===== src/rtl/snail_tx.sv =====
// Serial pattern transmitter: shifts a parallel word out MSB-first on D and
// keeps a golden count of the pulses a snail detector on D will produce.
module snail_tx #(
  parameter int WIDTH  = 8,
  parameter int GAP    = 1,
  parameter int HITS_W = $clog2(WIDTH/2+1)
) (
  input  logic              clk,
  input  logic              res,
  input  logic              load_valid,
  output logic              load_ready,
  input  logic [WIDTH-1:0]  load_data,
  output logic              D,
  output logic              busy,
  output logic              last,
  output logic              done,
  output logic [HITS_W-1:0] hits
);

  // state    | meaning
  // ST_IDLE  | waiting for a word, load_ready high
  // ST_SHIFT | data bits on D, cnt = index of bit currently on D
  // ST_GAP   | D held low, cnt = gap cycles remaining minus one
  typedef enum logic [1:0] {ST_IDLE, ST_SHIFT, ST_GAP} state_t;

  localparam int CNT_MAX = (WIDTH > GAP) ? WIDTH : GAP;
  localparam int CNT_W   = $clog2(CNT_MAX + 1);

  state_t             state, state_nxt;
  logic [CNT_W-1:0]   cnt;
  logic [WIDTH-1:0]   sreg;
  logic               rdy;
  logic               cnt_tc;

  assign cnt_tc = (cnt == '0);

  always_ff @(posedge clk) begin
    if (res) state <= ST_IDLE;
    else     state <= state_nxt;
  end

  always_comb begin
    state_nxt  = state;
    load_ready = 1'b0;
    busy       = 1'b0;
    last       = 1'b0;
    case (state)
      ST_IDLE: begin
        load_ready = 1'b1;
        if (load_valid) state_nxt = ST_SHIFT;
      end
      ST_SHIFT: begin
        busy = 1'b1;
        last = cnt_tc;
        if (cnt_tc) state_nxt = ST_GAP;
      end
      ST_GAP: begin
        busy = 1'b1;
        if (cnt_tc) state_nxt = ST_IDLE;
      end
      default: state_nxt = ST_IDLE;
    endcase
  end

  always_ff @(posedge clk) begin
    if (res) begin
      D    <= 1'b0;
      done <= 1'b0;
      hits <= '0;
      rdy  <= 1'b0;
      cnt  <= '0;
      sreg <= '0;
    end else begin
      done <= 1'b0;
      case (state)
        ST_IDLE: begin
          if (load_valid) begin
            D    <= load_data[WIDTH-1];
            sreg <= {load_data[WIDTH-2:0], 1'b0};
            cnt  <= CNT_W'(WIDTH-1);
            hits <= '0;
            rdy  <= 1'b0;
          end
        end
        ST_SHIFT: begin
          // Mirror of the detector, fed with the bit leaving D this cycle
          if (D) begin
            if (rdy) begin
              hits <= hits + HITS_W'(1);
              rdy  <= 1'b0;
            end else begin
              rdy  <= 1'b1;
            end
          end else begin
            rdy <= 1'b0;
          end
          if (cnt_tc) begin
            D   <= 1'b0;
            cnt <= CNT_W'(GAP-1);
          end else begin
            D    <= sreg[WIDTH-1];
            sreg <= {sreg[WIDTH-2:0], 1'b0};
            cnt  <= cnt - CNT_W'(1);
          end
        end
        ST_GAP: begin
          if (cnt_tc) done <= 1'b1;
          else        cnt  <= cnt - CNT_W'(1);
        end
        default: ;
      endcase
    end
  end

endmodule

===== config.mk =====
export PLATFORM = sky130hd
export DESIGN_NAME = snail_tx
export DESIGN_NICKNAME = d
export VERILOG_FILES = /design/src/rtl/snail_tx.sv
export SDC_FILE = /design/constraint.sdc
export NUM_CORES = 1
export LEC_CHECK = 0
export ABC_CLOCK_PERIOD_IN_PS = 3900
export BUFFER_PORTS_ARGS = -buffer_cell sky130_fd_sc_hd__buf_4
export CAP_MARGIN = 0
export CORE_MARGIN = 3
export CORE_UTILIZATION = 30
export DETAILED_ROUTE_END_ITERATION = 7
export SLEW_MARGIN = 5
export SYNTH_ARGS = -nofsm -noshare
export SYNTH_HDL_FRONTEND = slang
export SYNTH_SLANG_ARGS = --single-unit

===== constraint.sdc =====
create_clock -name clk -period 3.9 [get_ports clk]
set_clock_uncertainty 0.15 [all_clocks]
set_input_delay 0.585 -clock clk [delete_from_list [all_inputs] [get_ports clk]]
set_output_delay 0.585 -clock clk [all_outputs]
set_load 0.01 [all_outputs]

Word-level counts from Yosys, hierarchy flattened. Cells that the tools add are included.

Bits in registers: 20. Memory bits (writable): 0. Output and inout bits: 8. Memories kept: 0. Input bits: 11. Bits in latches: 0. Bits in read-only memories: 0.

Equality and inequality tests: 9. Add/sub/neg operators: 2. Bitwise gates (word level): 1. Multiplexer cells: 26. Divide/modulo/power cells: 0. Order comparisons: 0. Shift operators: 0. Multiply operators: 0. Reductions and logical operators: 11.

Operator list (number): $mux W8 (2); $pmux W8 S2 (1); $ne A2 B2 Y1 const B (7); $mux W4 (3); $pmux W4 S3 (1); $mux W1 (9); $mux W3 (3); $reduce_and A3 Y1 (3); $mux W2 (3); $pmux W2 S3 (1); $pmux W3 S2 (1); $logic_not A4 Y1 (1); $pmux W1 S2 (2); $reduce_and A4 Y1 (1); $reduce_or A2 Y1 (2); $sub A4 B1 Y4 const B (1); $add A3 B1 Y3 const B (1); $reduce_bool A3 Y1 (1); $eq A2 B1 Y1 const B (1); $eq A2 B2 Y1 const B (1); $logic_not A2 Y1 (1); $reduce_and A2 Y1 (1); $reduce_bool A2 Y1 (1); $not A1 Y1 (1).

Depth between registers and ports, before layout. Gate-level depths: netlist (run 1).

Depth in word-level cells: 4. Mapped depth: 8.

Worst setup path after synthesis (run 1). OpenSTA, ideal clock, no wires.

Path kind: flip-flop to flip-flop. From: register state[0]. To: register cnt[3]. Buffers on the path: 0. Arrival: 1.788 ns. Path slack: 1.888 ns. Cell stages (with the launch flop): 7. Setup time: 0.074 ns. Cells stage by stage: dfxtp_1 inv_1 ha_1 nor2b_1 a211oi_4 or4b_1 a31oi_1.

Word-level cells in the longest chain between the ends: 3.

RTL lines: from (decl) (RTL line 29) `state_t state, state_nxt;`; from (signal assigned) (RTL line 39) `else state <= state_nxt;`; $eq A2 B2 Y1 (tied with other cells) (RTL line 75) `case (state)`; $ne A2 B2 Y1 (no line) or $reduce_bool A3 Y1 (tied branches); $reduce_and A3 Y1 (no line); to (signal assigned) (RTL line 80) `cnt <= CNT_W'(WIDTH-1);`; to (signal assigned) (RTL line 99) `cnt <= CNT_W'(GAP-1);`; to (signal assigned) (RTL line 103) `cnt <= cnt - CNT_W'(1);`; to (decl) (RTL line 30) `logic [CNT_W-1:0] cnt;`.

Parallel ways exist; a longest one is shown, timed or not. A chain may end at the register's enable or synchronous reset.

Final worst setup path (run 1).
From: register state[1]. To: register sreg[4].

Word-level cells in the longest chain between the ends: 3.

RTL lines: $eq A2 B1 Y1 or $logic_not A2 Y1 (tied branches) (RTL line 75); $ne A2 B2 Y1 (no line) or $reduce_bool A2 Y1 (tied branches); $reduce_and A3 Y1 (no line); to (signal assigned) (RTL line 79) `sreg <= {load_data[WIDTH-2:0], 1'b0};`; to (signal assigned) (RTL line 102) `sreg <= {sreg[WIDTH-2:0], 1'b0};`; to (decl) (RTL line 31) `logic [WIDTH-1:0] sreg;`.

Parallel ways exist; a longest one is shown, timed or not.

==> results of run 1 <==
## sequential cells by signal, indices dropped and copies added (netlist names)
name / flops
state: 2
done: 1
cnt: 4
sreg: 7
hits: 3
rdy: 1
D: 1
## metal layers
metal / part of all wire / global-route usage / vias to the layer above
li1: - / - / 443
met1: 0.46 / 0.130 / 406
met2: 0.49 / 0.191 / 14
met3: 0.044 / 0.0299 / 2
met4: 0.0052 / 0.0317 / 0
met5: 0 / 0 / -
## final cells by class
cell class                 instances  area share
multi-input combinational         84       0.489
sequential                        19       0.316
timing repair buffer              18       0.112
tap                               44      0.0457
clock buffer                       4      0.0218
inverter                           5      0.0156
## logic make-up after synthesis
group,count (synthesis)
flops,19
buf+inv,11
mux,7
compound gates,31
simple gates,39
fa+ha+maj,7
## cell usage in the layout, fill, tap and decap left out, types with 2 or more instances in the layout
| master | n |
|---|---|
| nor2_1 | 19 |
| buf_4 | 18 |
| dfxtp_1 | 19 |
| mux2i_1 | 7 |
| inv_1 | 5 |
| a211oi_1 | 9 |
| o211a_1 | 2 |
| o21ai_0 | 4 |
| a21oi_1 | 8 |
| or2_2 | 2 |
| nor3_1 | 4 |
| nand2_1 | 4 |
| ha_1 | 7 |
| clkbuf_4 | 3 |
## power by group through the flow
stage	Clock, mW	Combinational, mW	Sequential, mW
2_1_floorplan	0	0.225	0.266
3_3_place_gp	0	0.293	0.268
3_5_place_dp	0	0.303	0.270
4_1_cts	0.109	0.303	0.265
5_1_grt	0.116	0.340	0.272
6_report	0.103	0.301	0.265
## through the flow
step                 util  instances
floorplan               -        114
global placement    0.376        170
detailed placement  0.376        170
CTS                 0.385        174
global route        0.385        174
finish              0.385        174
## worst min path at each step
| stage | endpoint | slack, ns | cells past startpoint |
|---|---|---|---|
| after floorplan | sreg[1] | 0.30 | 2 |
| after global placement | sreg[1] | 0.32 | 2 |
| after detailed placement | sreg[1] | 0.32 | 2 |
| after CTS | sreg[1] | 0.35 | 2 |
| after global routing | cnt[1] | 0.39 | 2 |
| final | sreg[1] | 0.35 | 2 |
## worst register-to-register path, cell delays in order, from the launching register on
cell and delay (ns):
dfxtp_1 0.36, inv_1 0.09, ha_1 0.62, mux2i_1 0.41, a21oi_1 0.73, nor2_1 0.08
a211oi_1 0.24
==> run metrics, run 1 <==
Crit path depth 6; CP delay by family, top compound AO/OA/AOI/OAI gates; Worst EP arrival 2.82 ns; asr flop ratio synth 0; CP peak stage delay 0.73 ns; vias in the first global route 832; crit path launch state[1]; area of the multi-input gates 588 sq um; EDFF count, synth 0; final hold vios 0; final setup fails 0; synth warn 0; # Post-CTS Setup Buffers 0; pre-CTS setup slack 1.19 ns; top cells by count, synth dfxtp_1, nor2_1, a211oi_1; total wire length 2.11 mm; First DRT Iteration DRCs 13; Mapped Area 1010 sq um; WS Path Type reg2reg; drt drc 0; chip height 64.1 um; Area contributors post-synth dfxtp_1, ha_1, nor2_1; Root Buffer Master clkbuf_4; Inserted Diodes 0; Post-Synthesis Cells 114; post-synthesis register bit count 19; worst slew pin tran 0.797 ns; Pint 0.407 mW; Comb power frac 0.450; RePlAce Congestion 0.793; DR WL/cell 12.1 um; die area 4110 sq um; Detailed Routing Iterations Pass 1 2; crit path buf inv count 1; area grow syn2layout 18.8%; largest net degree at the start of global routing 19; Initial Util 0.324; worst-path cell chain inv_1 -> ha_1 -> mux2i_1 -> a21oi_1 -> nor2_1 -> a211oi_1; CTS clk-pin slew, worst paths 0.11 ns; FF+latch area 380 sq um; area share of fa/ha/maj cells after synthesis 0.0864; core area 3130 sq um; final slew viol count 0; Switch Pwr 0.262 mW; Critical Path Sink sreg[4]; TritonCTS clock tree yes; VDD IR max 165 uV; Worst-Skew Late Latency 0.30 ns; clk buf depth 2; R2R setup slack 1.15 ns; Post-Synth Simple-Gate Area 0.201; hold_buf cts 0; Crit Reg-Reg Endpoint sreg[4]; initial antenna violation count 0; ys flop type dfxtp_1; Worst EP required 3.97 ns; first-pass GRT wire length 3.62 mm; library cells used by synthesis 33; setup_tns 0 ns; xor and xnor area share after synthesis 0; vias per cell 4.97; Switching Fraction 0.391; Seq/Total Area, Yosys 0.375; Max H-tree Level 1; Gates resized, CTS repair 0; hold slack 0.352 ns; fmax 364 MHz; Synth Net Count 132; number of buffers created by CTS 3; Placed Area 1180 sq um; row count 20; status finished, final reports clean; sequential power share 0.397; Leak 0.496 nW; layout cells sized above 1 0.223; hold path start sreg[1]; post-synthesis compound-gate area fraction 0.223; CTS sink cnt 19; top cell type's share of synthesized area 0.375; grt total ovfl 0; IO Port Bufs 18; unrepaired setup endpoints after global routing no; Ports 19; post-route ant nets 0; Tot Pwr 0.669 mW; worst r2r src state[1]; post-synthesis mux area share 0.0691; PD cells 556 nW/um^2; Tmin final 2.75 ns; post-route cell area 1200 sq um; GRT Util Overall 0.109; die width 64.1 um; crit path launch type register; largest family of logic cells by synthesized area compound AO/OA/AOI/OAI gates; crit-path max FO 18; Clock Power Share 0.154; CP max stage cell a21oi_1; Avg Cell Area, Syn 8.89 sq um; via count 865; Layout Nets 149; maxcap violations 0; Final Cycle Share 0.705; Layout fillers 335; HPWL Detailed 1.58 mm; cell taking the most area after synthesis dfxtp_1; max_slew headroom 0.469; Worst Reg-to-Reg Cells 6; final setup margin 1.15 ns; class of the worst hold path reg2reg; CP Capture Type register
(Power assumes the default switching activity.)
==> run 2, diff against run 1 <==
- ABC_CLOCK_PERIOD_IN_PS: 3900 -> 2400
- clock period: 3.9 -> 2.4 ns (I/O delays scaled with it)
==> run 2 against run 1 <==
Against the previous run:
- the run now ends with DRC left
- largest cell class unchanged
- flip-flop and latch count stayed put
- sequential share of layout area fell by 0.68 points
- wire length decreased by 4.9%
- cell area rose by 2.2%
- clock-buffer cell count unchanged
- first-iteration DRC count down 23%
==> run metrics, run 2 (synthesis results as in run 1) <==
via count 876; first-pass GRT wire length 3.34 mm; final setup margin 0.164 ns; maxcap violations 0; Switch Pwr 0.420 mW; largest net degree at the start of global routing 18; DR WL/cell 11.3 um; Inserted Diodes 0; hold_buf cts 0; die width 64.1 um; GRT Util Overall 0.101; pre-CTS setup slack 0.279 ns; most frequent cells in the layout buf_4, dfxtp_1, nor2_1; initial antenna violation count 0; Tot Pwr 1.10 mW; die area 4110 sq um; max_slew headroom 0.645; fmax 447 MHz; Pint 0.678 mW; status finished with violations; Layout Nets 152; Ports 19; total wire length 2.01 mm; failing checks DRC; chip height 64.1 um; worst slew pin tran 0.530 ns; crit-path max FO 6; setup_tns 0 ns; Worst EP arrival 1.73 ns; final slew viol count 0; Leak 0.511 nW; Final Cycle Share 0.932; Layout fillers 330; final std cells w/o fill 177; PD cells 892 nW/um^2; clk buf depth 2; Initial Util 0.324; Tmin final 2.24 ns; most flop-heavy register sreg; Worst EP required 1.89 ns; core area 3130 sq um; worst r2r src state[0]; RePlAce Congestion 0.767; Largest register FFs 7; crit path launch type register; R2R setup slack 0.25 ns; Placed Area 1200 sq um; CTS sink cnt 19; IO Port Bufs 18; post-route ant nets 0; worst-path cell chain inv_1 -> ha_1 -> nor3b_2 -> and2_2 -> buf_4; Gates resized, CTS repair 0; grt total ovfl 0; HPWL Detailed 1.51 mm; CP peak stage delay 0.47 ns; Detailed Routing Iterations Pass 1 6; final setup fails 0; CP Capture Type output pin; area grow syn2layout 21.4%; Clock Power Share 0.144; Largest regs sreg: 7 flops, cnt: 4 flops, hits: 3 flops; number of buffers created by CTS 3; Crit Reg-Reg Endpoint cnt[3]; commonest non-fill, non-tap cell in the layout buf_4; post-route cell area 1230 sq um; drt drc 2; CP max stage cell nor3b_2; Worst Reg-to-Reg Cells 6; TritonCTS clock tree yes; hold path start load_data[7]; final hold vios 0; Switching Fraction 0.383; worst hold path cell count 3; unrepaired setup endpoints after global routing no; # Post-CTS Setup Buffers 0; First DRT Iteration DRCs 10; CTS clk-pin slew, worst paths 0.10 ns; Comb power frac 0.464; Min-Delay Endpoint D; Root Buffer Master clkbuf_4; class of the worst hold path in2reg; layout cells sized above 1 0.248; WS Path Type reg2out; FF+latch area 380 sq um; vias per cell 4.95; Max H-tree Level 1; vias in the first global route 769; area of the multi-input gates 592 sq um; sequential power share 0.392; Placed Instances 173; row count 20; Worst-Skew Late Latency 0.29 ns; VDD IR max 353 uV
## run 2: cell types whose count changed in the layout (fill, tap and decap cells not counted), sizes merged
cell,change
buf,+3
## run 2: power groups by stage
stage	clock network, mW	logic [mW]	registers (mW)
after CTS	0.166	0.509	0.430
after floorplan	0	0.366	0.432
final	0.158	0.509	0.430
after detailed placement	0	0.507	0.438
after global placement	0	0.502	0.434
after global routing	0.179	0.569	0.441
## run 2: metrics by stage
step           hold slack [ns]  utilization
6_report                 0.169        0.393
5_1_grt                  0.184        0.393
4_1_cts                  0.164        0.392
3_5_place_dp             0.316        0.384
3_3_place_gp             0.320        0.384
2_1_floorplan            0.299            -
## run 2: layout make-up
cell class,instances,area share
sequential,19,0.309
clock buffer,4,0.0214
tap,44,0.0448
multi-input combinational,84,0.481
inverter,5,0.0153
timing repair buffer,21,0.128
## run 2: worst max path at each step
stage | startpoint | end | slack, ns | cells after the start
after floorplan | state[0] | cnt[3] | 0.39 | 6
final | cnt[0] | last | 0.16 | 5
after global routing | cnt[0] | last | 0.06 | 5
after detailed placement | cnt[0] | sreg[4] | 0.28 | 6
after global placement | cnt[0] | sreg[7] | 0.35 | 6
after CTS | cnt[0] | last | 0.18 | 5
## run 2: worst max-delay path, delay by kind of cell, from the launching register on
kind | cells | cell delay (ns)
AND/OR/NAND/NOR | 2 | 0.71
flip-flops | 1 | 0.34
buffers and inverters | 2 | 0.20
adder cells (fa/ha/maj) | 1 | 0.18
## run 2: layer usage
metal  up-vias  wire [um]  GRT usage
met5         -          0          0
met4         0          0    0.00792
li1        447          -          -
met2        18        960      0.174
met3         0        106     0.0387
met1       411        939      0.124
